[src/rtl/spi_controller_master.sv]
// spi_controller_master
//   SPI initiator: turns one register read/write request into a single
//   CS-framed SPI transaction (8-bit command + REG_WIDTH data bits, MSB first)
//   in any of the four CPOL/CPHA modes, and returns the MISO bits captured
//   during the data field.
// Ports
//   clk, rst            system clock, asynchronous active-high reset
//   mode[1:0]           {cpol,cpha}, latched when a request is accepted
//   req_valid/ready     request handshake; ready is high only while idle
//   req_write/addr/wdata request fields
//   rsp_valid           one-cycle completion pulse
//   rsp_rdata           data-field MISO samples, held until the next rsp_valid
//   spi_cs_n/clk/mosi   SPI outputs (all registered)
//   spi_miso            SPI input
module spi_controller_master #(
  parameter int CLK_DIV    = 4,
  parameter int REG_WIDTH  = 8,
  parameter int ADDR_WIDTH = 3
) (
  input  logic                  clk,
  input  logic                  rst,
  input  logic [1:0]            mode,
  input  logic                  req_valid,
  output logic                  req_ready,
  input  logic                  req_write,
  input  logic [ADDR_WIDTH-1:0] req_addr,
  input  logic [REG_WIDTH-1:0]  req_wdata,
  output logic                  rsp_valid,
  output logic [REG_WIDTH-1:0]  rsp_rdata,
  output logic                  spi_cs_n,
  output logic                  spi_clk,
  output logic                  spi_mosi,
  input  logic                  spi_miso
);

  localparam int FB = 8 + REG_WIDTH;          // frame bits
  localparam int NE = 2 * FB;                 // SCLK edges per frame
  localparam int DW = (CLK_DIV > 1) ? $clog2(CLK_DIV) : 1;
  localparam int EW = $clog2(NE + 1);

  typedef enum logic [2:0] {IDLE, SETUP, SHIFT, HOLD, GAP} state_t;

  state_t               state;
  logic [DW-1:0]        div_cnt;
  logic [EW-1:0]        edge_cnt;
  logic [FB-1:0]        tx_sr;
  logic [REG_WIDTH-1:0] rx_sr;
  logic                 cpol;
  logic                 cpha;

  logic          tick;
  logic          lead;
  logic          sample;
  logic          launch;
  logic          last_edge;
  logic [FB-1:0] frame;

  // tick marks the last cycle of each SCLK half-period.
  assign tick      = (div_cnt == DW'(CLK_DIV - 1));
  // edge_cnt holds edges already produced; the next one is edge_cnt+1,
  // which is a leading (odd) edge when edge_cnt is even.
  assign lead      = ~edge_cnt[0];
  assign last_edge = (edge_cnt == EW'(NE - 1));
  assign sample    = lead ^ cpha;
  // CPHA=0 launches on trailing edges except the final one (bit 0 must stay
  // valid through HOLD); CPHA=1 launches on every leading edge.
  assign launch    = cpha ? lead : (~lead & ~last_edge);
  assign frame     = {req_write, 7'(req_addr), (req_write ? req_wdata : {REG_WIDTH{1'b0}})};

  always_ff @(posedge clk or posedge rst) begin
    if (rst) begin
      state     <= IDLE;
      div_cnt   <= '0;
      edge_cnt  <= '0;
      tx_sr     <= '0;
      rx_sr     <= '0;
      cpol      <= 1'b0;
      cpha      <= 1'b0;
      req_ready <= 1'b0;
      rsp_valid <= 1'b0;
      rsp_rdata <= '0;
      spi_cs_n  <= 1'b1;
      spi_clk   <= 1'b0;
      spi_mosi  <= 1'b0;
    end else begin
      rsp_valid <= 1'b0;
      case (state)
        IDLE: begin
          req_ready <= 1'b1;
          spi_clk   <= mode[1];
          if (req_valid && req_ready) begin
            cpol      <= mode[1];
            cpha      <= mode[0];
            req_ready <= 1'b0;
            spi_cs_n  <= 1'b0;
            div_cnt   <= '0;
            edge_cnt  <= '0;
            state     <= SETUP;
            if (mode[0]) begin
              tx_sr    <= frame;
              spi_mosi <= 1'b0;
            end else begin
              // CPHA=0: MSB must already be on the wire before the first edge.
              tx_sr    <= {frame[FB-2:0], 1'b0};
              spi_mosi <= frame[FB-1];
            end
          end
        end

        // SETUP ends with edge 1; SHIFT produces the rest.
        SETUP, SHIFT: begin
          div_cnt <= tick ? '0 : div_cnt + DW'(1);
          if (tick) begin
            spi_clk  <= ~spi_clk;
            edge_cnt <= edge_cnt + EW'(1);
            if (sample)
              rx_sr <= {rx_sr[REG_WIDTH-2:0], spi_miso};
            if (launch) begin
              spi_mosi <= tx_sr[FB-1];
              tx_sr    <= {tx_sr[FB-2:0], 1'b0};
            end
            state <= last_edge ? HOLD : SHIFT;
          end
        end

        HOLD: begin
          div_cnt <= tick ? '0 : div_cnt + DW'(1);
          if (tick) begin
            spi_cs_n  <= 1'b1;
            spi_mosi  <= 1'b0;
            rsp_valid <= 1'b1;
            rsp_rdata <= rx_sr;
            state     <= GAP;
          end
        end

        GAP: begin
          div_cnt <= tick ? '0 : div_cnt + DW'(1);
          spi_clk <= cpol;
          if (tick) begin
            req_ready <= 1'b1;
            state     <= IDLE;
          end
        end

        default: state <= IDLE;
      endcase
    end
  end

endmodule

[config.mk]
export PLATFORM = sky130hd
export DESIGN_NAME = spi_controller_master
export DESIGN_NICKNAME = d
export VERILOG_FILES = /design/src/rtl/spi_controller_master.sv
export SDC_FILE = /design/constraint.sdc
export NUM_CORES = 1
export LEC_CHECK = 0
export ABC_AREA = 1
export CAP_MARGIN = 10
export CORE_ASPECT_RATIO = 0.7
export CORE_MARGIN = 3
export CORE_UTILIZATION = 60
export CTS_CLUSTER_SIZE = 24
export DETAILED_ROUTE_END_ITERATION = 7
export PLACE_DENSITY = 0.95
export SYNTH_ARGS = -nofsm -noshare
export SYNTH_HDL_FRONTEND = slang
export SYNTH_SLANG_ARGS = --single-unit
[constraint.sdc]
create_clock -name clk -period 3.5 [get_ports clk]
set_clock_uncertainty 0.15 [all_clocks]
set_input_delay 0.525 -clock clk [delete_from_list [all_inputs] [get_ports clk]]
set_output_delay 0.525 -clock clk [all_outputs]
set_load 0.005 [all_outputs]
* Word-level counts from Yosys, hierarchy flattened
Cells that the tools add are included.
** Cells by class
- $add $sub $neg :: 2
- Multiply operators :: 0
- Div/mod/pow operators :: 0
- Order comparisons :: 0
- Eq/ne operators :: 11
- Shifts and indexed selects :: 0
- Multiplexer cells :: 34
- Bitwise logic cells :: 5
- Reduce and logical (&&, ||, !) cells :: 21
** Operator list (number)
- $mux 16 :: 4
- $pmux 16 s2 :: 1
- $mux 1 :: 13
- $mux 3 :: 4
- $mux 6 :: 2
- $pmux 3 s4 :: 1
- $pmux 6 s2 :: 1
- $ne 2x2->1 const B :: 5
- $reduce_and 2->1 :: 5
- $reduce_and 3->1 :: 3
- $mux 8 :: 1
- $reduce_and 4->1 :: 2
- $reduce_bool 2->1 :: 4
- $add 6x1->6 const B :: 1
- $eq 3x2->1 const B :: 2
- $eq 6x5->1 const B :: 1
- $pmux 1 s3 :: 2
- $reduce_bool 3->1 :: 2
- $reduce_and 5->1 :: 1
- $mux 2 :: 2
- $pmux 1 s2 :: 2
- $pmux 2 s2 :: 1
- $reduce_or 4->1 :: 1
- $eq 3x1->1 const B :: 1
- 9 further kinds :: 11
** Word-level totals
- Register bits after elaboration :: 50
- Bits in latches :: 0
- RAM bits :: 0
- Memory bits (read-only) :: 0
- Input bits :: 18
- Output and inout port bits :: 13
- Word-level logic and storage cells :: 86
- Memories :: 0

* Longest topological paths before layout
Gate-level depths: netlist of run 1.
- Word-level depth :: 7
- Mapped depth :: 10
- Mapped depth without buffers :: 9

* Worst setup path before layout of run 1
OpenSTA, ideal clock, no wires.
- Path kind :: register to register
- Start point :: register edge_cnt[0]
- End point :: register tx_sr[1]
- Data arrival time :: 1358 ps
- Required time :: 3234 ps
- Setup slack :: 1876 ps
- Stages on the path, launching flop included :: 11
- Path buffers :: 1
- Clock period less this slack :: 1624 ps
- Cell sequence :: dfrtp_1 ha_1 nand2_1 nor2_1 nand3_1 nand3_1 nand2_2 nand2_4 buf_4 nand2_1 nand2_1
** On the way
- Cells in the longest elaborated chain, start to end :: 6
- Elaborated cells between the ends (all ways) :: 7
** RTL lines
- from (decl) :: RTL line 45 : logic [EW-1:0] edge_cnt;
- from (signal assigned) :: RTL line 115 : edge_cnt <= edge_cnt + EW'(1);
- $eq 6x5->1 :: RTL line 63 : assign last_edge = (edge_cnt == EW'(NE - 1));
- $not 1->1 :: RTL line 67 : assign launch = cpha ? lead : (~lead & ~last_edge);
- $and 1x1->1 :: RTL line 67
- $mux 1 * :: RTL line 67
- $ne 2x2->1 (no line) *
- $reduce_and 4->1 (no line) *
- to (signal assigned) :: RTL line 100 : tx_sr <= frame;
- to (signal assigned) :: RTL line 104 : tx_sr <= {frame[FB-2:0], 1'b0};
- to (signal assigned) :: RTL line 120 : tx_sr <= {tx_sr[FB-2:0], 1'b0};
- to (decl) :: RTL line 46 : logic [FB-1:0] tx_sr;
Every way passes the cells marked *; elsewhere a longest branch is shown, timed or not.
A chain may end at the register's enable or synchronous reset.

* Worst setup path in the final report of run 1
- Start point :: register state[1]
- End point :: register rx_sr[1]
** On the way
- Cells in the longest elaborated chain, start to end :: 3
- Elaborated cells between the ends (all ways) :: 4
** RTL lines
- from (decl) :: RTL line 43 : state_t state;
- from (signal assigned) :: RTL line 122 : state <= last_edge ? HOLD : SHIFT;
- $eq 3x1->1 / $eq 3x2->1 (equally long branches) :: RTL line 87 : case (state)
- $reduce_or 2->1 * :: RTL line 87
- $reduce_and 3->1 (no line) *
- to (signal assigned) :: RTL line 117 : rx_sr <= {rx_sr[REG_WIDTH-2:0], spi_miso};
- to (decl) :: RTL line 47 : logic [REG_WIDTH-1:0] rx_sr;
Marks and branches as above.

==> results of run 1 <==
critical path, delay by kind of cell (launching register included):
kind,cells,cell delay (ps)
AO/OA/AOI/OAI,1,90
flip-flops,1,440
AND/OR/NAND/NOR,6,1530
power by group through the flow:
stage               Clock, uW  Sequential, uW  Combinational [uW]
detailed placement          0             850                 942
floorplan                   0             828                 723
finish                    406             844                 967
CTS                       407             840                 954
global placement            0             842                 906
global route              437             861                1080
stage by stage:
stage	std cells	utilization, %	worst slack (ps)	cell area [um2]
finish	419	74.21	1161	2982
detailed placement	411	71.47	1260	2872
global route	419	74.21	1053	2982
global placement	411	71.47	1257	2872
floorplan	341	-	1625	2569
CTS	419	74.21	1230	2982
layout make-up:
class	count	area, um2	area share, %
inverters	35	131.4	4.406
clock buffers	6	72.57	2.434
clock inverters	2	37.54	1.259
well taps	52	65.06	2.182
multi-input cells	244	1122	37.64
repair buffers	30	300.3	10.07
flip-flops and latches	50	1252	42.01
per-layer routing:
| metal | wire, um | track usage [%] |
|---|---|---|
| met1 | 2527 | 30.85 |
| met2 | 2633 | 38.76 |
| met3 | 452 | 5.156 |
| met4 | 167 | 10.09 |
| met5 | 0 | 0 |
worst min path at each step:
stage | start | to | slack (ps) | depth (start not counted)
2_1_floorplan | tx_sr[11] | tx_sr[11] | 290 | 2
3_3_place_gp | tx_sr[5] | tx_sr[5] | 300 | 2
3_5_place_dp | tx_sr[1] | tx_sr[1] | 310 | 2
4_1_cts | tx_sr[1] | tx_sr[1] | 330 | 2
5_1_grt | tx_sr[13] | tx_sr[13] | 350 | 2
6_report | tx_sr[13] | tx_sr[13] | 330 | 2
logic make-up (layout without fill, tap and decap cells):
family                   Yosys count  after routing  synth area share, %
flip-flops                        50             50                48.76
XOR/XNOR                           3              3                1.023
buffers and inverters             47             73                7.550
AO/OA/AOI/OAI                     47             47                10.52
adder cells (fa/ha/maj)            2              2               0.9740
AND/OR/NAND/NOR                  192            192                31.17
synth_stat cells:
cell,number
sky130_fd_sc_hd__o21ai_2,8
sky130_fd_sc_hd__nand2_1,131
sky130_fd_sc_hd__nand2_4,1
sky130_fd_sc_hd__buf_4,1
sky130_fd_sc_hd__o21ai_0,34
sky130_fd_sc_hd__dfrtp_1,49
sky130_fd_sc_hd__nor2_2,2
sky130_fd_sc_hd__nand4_1,1
sky130_fd_sc_hd__o21ai_1,1
sky130_fd_sc_hd__o211ai_1,1
sky130_fd_sc_hd__buf_2,5
sky130_fd_sc_hd__nor2_1,16
sky130_fd_sc_hd__or2_2,1
sky130_fd_sc_hd__nand2_2,4
sky130_fd_sc_hd__nand3_1,34
sky130_fd_sc_hd__clkbuf_1,4
sky130_fd_sc_hd__or2_1,1
sky130_fd_sc_hd__dfstp_2,1
sky130_fd_sc_hd__nor2_4,1
sky130_fd_sc_hd__buf_6,1
sky130_fd_sc_hd__o21bai_1,1
sky130_fd_sc_hd__ha_1,2
sky130_fd_sc_hd__a21oi_1,2
sky130_fd_sc_hd__xor2_1,3
sky130_fd_sc_hd__inv_1,32
sky130_fd_sc_hd__inv_2,3
sky130_fd_sc_hd__buf_1,1
registers in the layout (all words and copies together) (netlist names), 2 cells and up:
name,count
div_cnt,2
edge_cnt,6
rsp_rdata,8
rx_sr,8
state,3
tx_sr,16
==> results.md, run 1 <==
- The flow ran to the end, and the final reports show no timing, DRC or antenna violations.
- The floorplan step defined a die boundary enclosing 5115 um2.
- The number of nets still failing antenna checks after routing is 0.
- The clock network power share is 18.3%.
- The average cell area after synthesis is 7.533 um2.
- In this design, the critical path's most frequently occurring cell is sky130_fd_sc_hd__nand2_2.
- The internal cell power is 1252 uW.
- The global-route wire length before repair is 9473 um.
- Leaving out fill and tap cells, the most frequent cell in the layout is sky130_fd_sc_hd__nand2_1.
- The hold violation total from the final report is 0.
- The maximum number of pins on one net before global-route repair is 51.
- The clock tree synthesis step divided the H-tree into 2 levels.
- The share of total power in sequential cells is 38.1%.
- Global routing consumed, over all layers together, 23.51% of the routing resources.
- The mapped netlist covers 2569 um2.
- The signal on the critical path passes through nand2_2, nand2_2, nor2_4, nand2_2, or2_1, nand2_1, o21ai_2.
- The required time reported for the critical path endpoint is 3520 ps.
- The cell sitting at the root of the clock tree is a sky130_fd_sc_hd__clkbuf_8.
- Of all nets on the critical path, the largest fanout is 24.
- After layout, the design draws a total of 2218 uW.
- The top cell type's share of synthesized area is 47.74%.
- The clock sink count is 50.
- The share of final-layout standard cells stronger than drive strength 1 is 7.902%.
- The final hold slack is 332.7 ps.
- Across the VDD grid, the largest voltage drop is 0.5701 mV.
- The number of core rows is 19.
- At the end of the flow, the number of nets in the layout was 386.
- The clock slew at the register clock pins of the worst setup and hold paths is 90 ps.
- For the pin with the worst max-slew slack, the measured transition is 995.8 ps.
- The first routing iteration left 202 violations.
- The final number of max-transition violations is 0.
- Data arrives at the worst endpoint at 2360 ps.
- The core area is 4018 um2.
- The worst setup path startpoint is state[1].
- The count of inserted antenna diode cells is 0.
- Once the floorplan was initialized, standard cells occupied 63.94% of the core.
- The clock reaches the later pin of the worst-skew pair after 300 ps.
- The detailed-routing iteration count for the pre-antenna-repair pass is 6.
- The worst-case reg-to-reg path depth is 7.
- The number of antenna violations at the first check in global routing is 0.
- On the worst path, the slowest cell contributes a delay of 510 ps.
- In the layout the commonest cells are sky130_fd_sc_hd__nand2_1 (131), sky130_fd_sc_hd__dfrtp_1 (49), sky130_fd_sc_hd__o21ai_0 (34), sky130_fd_sc_hd__nand3_1 (34), sky130_fd_sc_hd__inv_1 (31).
- Subtracting the final worst setup slack from the clock period gives 2339 ps.
- In this run the tightest slew margin relative to its limit is 33.52%.
- Detailed routing inserted a total of 2283 vias.
- The HPWL reported at the end of detailed placement is 3943 um.
- Setup repair after global routing left no endpoint under its margin.
- After detailed routing, the total wire length is 5782 um.
- The worst min-delay path class is register to register.
- The total of hold buffers inserted after clock tree synthesis is 0.
- STA classifies the critical path startpoint as a register.
- Once the clock tree was built, the resizer swapped 0 gates to a different size.
- The slack of the worst reg-to-reg path is 1160 ps.
- Fill cells in the final layout number 292.
- Summed over all nets, the switching power comes to 965.4 uW.
- The switching share of power is 43.53%.
- The synthesized design contains 50 register bits.
- The areal power density over the cells is 743.8 nW/um2.
- Counting every net in the synthesized netlist gives 361.
- Sorting the synthesized cells by area gives the leading types as sky130_fd_sc_hd__dfrtp_1 (48%), sky130_fd_sc_hd__nand2_1 (19%), sky130_fd_sc_hd__nand3_1 (6.6%).
- Timing would allow up to 0.4275 GHz.
- The critical path ends at rx_sr[1].
- The critical path class is register to register.
- The TritonCTS buffer count is 5.
- Across the run, the number of max-cap violations was 0.
- The width of the die is 84.21 um.
- The number of global-route vias before repair is 2141.
- During I/O placement, the number of pins put on the boundary was 31.
- Sequential cells were found to cover 48.76% of the synthesized design area.
- The final cycle utilization of the critical path is 66.84%.
- The nature of the critical path endpoint is a register.
- The number of synthesis warnings is 0.
- In this run the static leakage power is 0.001521 uW.
- The endpoint identified for the worst register-to-register timing path is rx_sr[1].
- The synthesized instance count is 341.
- The number of distinct standard cells referenced by the synthesized netlist is 27.
- The count of buffers added on input and output ports is 30.
- The share of total power dissipated in combinational logic is 43.6%.
- The aggregate global routing overflow is 0.
- Dividing the detail-routed wire length by the instance count gives 13.80 um.
- In the routed design, unresolved DRC markers number 0.
- Routability-driven placement finished with a final weighted congestion of 0.9895.
- The beginning of the worst register-to-register path is state[1].
- The library cell contributing the largest single delay on the critical path is sky130_fd_sc_hd__or2_1.
- The die outline height is 60.75 um.
- Using the TritonRoute via totals, the vias-per-cell ratio works out to 5.449.
- Post-CTS timing repair inserted 0 buffers for setup.
- TritonCTS built the clock tree.
- The accumulated negative setup slack is 0 ps.
- Summed over all instances, the cell type with the most area after synthesis is sky130_fd_sc_hd__dfrtp_1.
- The maximum number of buffers from clock root to sink is 2.
- The relative area change from synthesis to final layout is 16.07%.
- Setup violations remaining at the end of the flow were counted as 0.
(Power assumes the default switching activity.)
==> inputs of run 2 (changes only) <==
--- a/config.mk
+++ b/config.mk
@@ -9,10 +9,10 @@
 export CAP_MARGIN = 10
 export CORE_ASPECT_RATIO = 0.7
 export CORE_MARGIN = 3
-export CORE_UTILIZATION = 60
+export CORE_UTILIZATION = 50
 export CTS_CLUSTER_SIZE = 24
 export DETAILED_ROUTE_END_ITERATION = 7
-export PLACE_DENSITY = 0.95
+export PLACE_DENSITY = 0.86
 export SYNTH_ARGS = -nofsm -noshare
 export SYNTH_HDL_FRONTEND = slang
 export SYNTH_SLANG_ARGS = --single-unit
==> constraint.sdc (replaced) <==
create_clock -name clk -period 1.9 [get_ports clk]
set_clock_uncertainty 0.15 [all_clocks]
set_input_delay 0.285 -clock clk [delete_from_list [all_inputs] [get_ports clk]]
set_output_delay 0.285 -clock clk [all_outputs]
set_load 0.005 [all_outputs]
==> run 2 against run 1 <==
Net effect:
- fmax is 28% higher
- core utilization is 9.0 points lower
- sequential share of layout area is 2.5 points lower
- sequential power is 82% higher
- hold slack worse by 230 ps
- global-route usage is 2.7 points lower
- non-clock buffer count is 16 higher
- clock power is 130% higher
- cell area is 6.3% higher
- highest routed layer unchanged
==> results.md, run 2 (synthesis results as in run 1) <==
- The clock sink count came to 50 (unchanged).
- The final cell count without fillers came to 452 (+7.9%).
- The number of flip-flops under the largest register name was 16 (unchanged).
- STA classifies the critical path endpoint as a register.
- The worst min-delay path class is input pin to asynchronous set/reset pin.
- The tree is rooted in a sky130_fd_sc_hd__clkbuf_8.
- The clock slew at the register clock pins of the worst setup and hold paths is 90 ps (about the same).
- In this run the critical register-to-register path is launched from state[2].
- The area of all placed cells without fillers came to 3171 um2 (+6.3%).
- The number of inserted filler cells in the final layout is 402 (+38%).
- The max-slew headroom at the worst pin was 72.25% (+39 points).
- The I/O pin count is 31 (unchanged).
- The shortest clock period the worst path allows after layout is 1823 ps (-516.6 ps).
- The total of hold buffers inserted after clock tree synthesis was 0 (unchanged).
- The worst-margin pin slew was 415.8 ps (-580.0 ps).
- The slack of the worst reg-to-reg path came to 80 ps (-1080 ps).
- The number of core rows is 21 (+2).
- Ranked by flip-flop count, first place goes to tx_sr.
- The worst setup timing slack at the placement stage is -4.901 ps (-1265 ps).
- The hold violation total from the final report is 0 (unchanged).
- The core area is 4861 um2 (+21%).
- The number of nets at the end of the flow is 402 (+4.1%).
- The number of buffer cells added on primary ports is 30 (unchanged).
- The total number of H-tree levels was 2 (unchanged).
- The TritonCTS buffer count was 5 (unchanged).
- The required time reported for the critical path endpoint is 1950 ps (-1570 ps).
- The clock latency reported for the late side of the worst-skew pair was 310 ps (about the same).
- The relative area change from synthesis to final layout is 23.43%.
- The core occupancy in the finished layout was 65.23% (-9.0 points).
- Among all stages on the critical path, the largest delay is contributed by sky130_fd_sc_hd__dfrtp_1.
- The global-route wire length before repair came to 10030 um (+5.8%).
- The post-detailed-route via-to-cell ratio came to 5.100 (-6.4%).
- The flow ran to the end, and the final reports show no timing, DRC or antenna violations.
- The leakage power of the design is 0.001625 uW (+6.9%).
- The area of the die is 6047 um2 (+18%).
- The worst vdd rail ir drop was 0.5930 mV (+4.0%).
- The maximum number of buffers from clock root to sink is 2 (unchanged).
- The average wire per cell in the routed design was 12.85 um (-6.9%).
- The worst setup path is launched from a register.
- The arrival time at the worst endpoint is 1870 ps (-490 ps).
- Traced cell by cell, the critical path runs through inv_2, nand2_2, nor2_4, nand2_2, nand2_1, inv_1, nand2_1, o21ai_1.
- The width of the die is 91.67 um (+8.9%).
- The areal power density over the cells was 1406 nW/um2 (+89%).
- The total routing usage reported by global routing is 20.83% (-2.7 points).
- The count of inserted antenna diode cells came to 0 (unchanged).
- The HPWL reported at the end of detailed placement is 4127 um (+4.7%).
- The remaining routing DRC violations is 0 (unchanged).
- The accumulated negative setup slack was 0 ps (unchanged).
- Leaving out fill and tap cells, the most frequent cells in the layout are sky130_fd_sc_hd__nand2_1 (131), sky130_fd_sc_hd__dfrtp_1 (49), sky130_fd_sc_hd__o21ai_0 (34), sky130_fd_sc_hd__nand3_1 (34), sky130_fd_sc_hd__inv_1 (31).
- The worst-case reg-to-reg path depth is 8 (+1).
- The starting DRC count in detailed routing is 149 (-26%).
- The endpoint identified for the worst register-to-register timing path is edge_cnt[5].
- The final-report setup violation count came to 0 (unchanged).
- The instance count after placement with tap cells included came to 442 (+7.5%).
- The number of violations of the max-capacitance limit is 0 (unchanged).
- The number of nets still failing antenna checks after routing is 0 (unchanged).
- The critical path is of the register to register type.
- The maximum number of pins on one net before global-route repair is 27 (-47%).
- The final weighted congestion of routability-driven global placement came to 0.9406 (-4.9%).
- TritonCTS built the clock tree.
- The final number of max-transition violations was 0 (unchanged).
- The die outline height is 65.97 um (+8.6%).
- The final critical-path setup slack is 77.20 ps (-1083 ps).
- The overall routed net length came to 5807 um (+0.43%).
- The delay of the slowest critical-path stage is 430 ps (-80 ps).
- The largest registers in the layout are tx_sr: 16 flops, rsp_rdata: 8 flops, rx_sr: 8 flops.
- Leaving out fill and tap cells, the most frequent cell in the layout is sky130_fd_sc_hd__nand2_1.
- The number of global-route vias before repair is 2141 (unchanged).
- The share of final-layout standard cells stronger than drive strength 1 is 12.27% (+4.4 points).
- The critical-path maximum fanout is 10 (-58%).
- The final cycle utilization of the critical path is 95.94% (+29 points).
- The maximum achievable frequency is 0.5486 GHz (+28%).
- The aggregate global routing overflow was 0 (unchanged).
- The detailed-routing iteration count for the pre-antenna-repair pass is 4 (-2).
- The instance area at placement is 3010 um2 (+4.8%).
- The starting utilization of the core area is 52.84% (-11 points).
- The routed via count is 2305 (+0.96%).
- The number of antenna violations at the first check in global routing is 0 (unchanged).
[run 2: per-stage QoR]
stage / hold WS [ps] / total power, uW
floorplan: 277.0 / 2858
global placement: 304.3 / 3429
detailed placement: 308.5 / 3492
CTS: 112.7 / 4422
global route: 124.5 / 4817
finish: 106.6 / 4458
[run 2: what timing repair did]
action                                  CTS  global route
endpoints found under the setup margin    8            16
gates resized for setup                   1             1
buffers inserted                          0             2
[run 2: area by class of cell]
| class | instances | area, um2 | area share (%) |
|---|---|---|---|
| repair buffers | 46 | 432.9 | 13.65 |
| well taps | 69 | 86.33 | 2.723 |
| clock buffers | 6 | 82.58 | 2.605 |
| multi-input cells | 244 | 1125 | 35.48 |
| flip-flops and latches | 50 | 1252 | 39.50 |
| clock inverters | 2 | 60.06 | 1.894 |
| inverters | 35 | 131.4 | 4.144 |
[run 2: worst max-delay path by stage]
stage | slack (ps) | cells after the start | to | startpoint
6_report | 80 | 8 | edge_cnt[5] | state[2]
5_1_grt | -50 | 9 | edge_cnt[5] | state[1]
4_1_cts | 30 | 7 | rx_sr[6] | state[2]
3_5_place_dp | -5 | 7 | rx_sr[2] | state[1]
3_3_place_gp | 100 | 7 | rx_sr[4] | state[1]
2_1_floorplan | 270 | 1 | cpha | rst
[run 2: per-layer routing]
metal | vias to the layer above | wire length [um] | GRT usage, %
met5 | - | 0 | 0
met4 | 0 | 89 | 7.331
met3 | 9 | 383 | 4.892
met2 | 71 | 2558 | 31.57
met1 | 1067 | 2776 | 29.36
li1 | 1158 | - | -
[run 2: where the power goes]
part	total, uW	internal (uW)	switching, uW
Clock	919	561	358
Combinational	1990	740	1250
Sequential	1540	1360	184
[run 2: critical path, delay by kind of cell (launching register included)]
family                 cells  cell delay, ps
AND/OR/NAND/NOR            5             790
buffers and inverters      2             260
AO/OA/AOI/OAI              1              80
flip-flops                 1             430
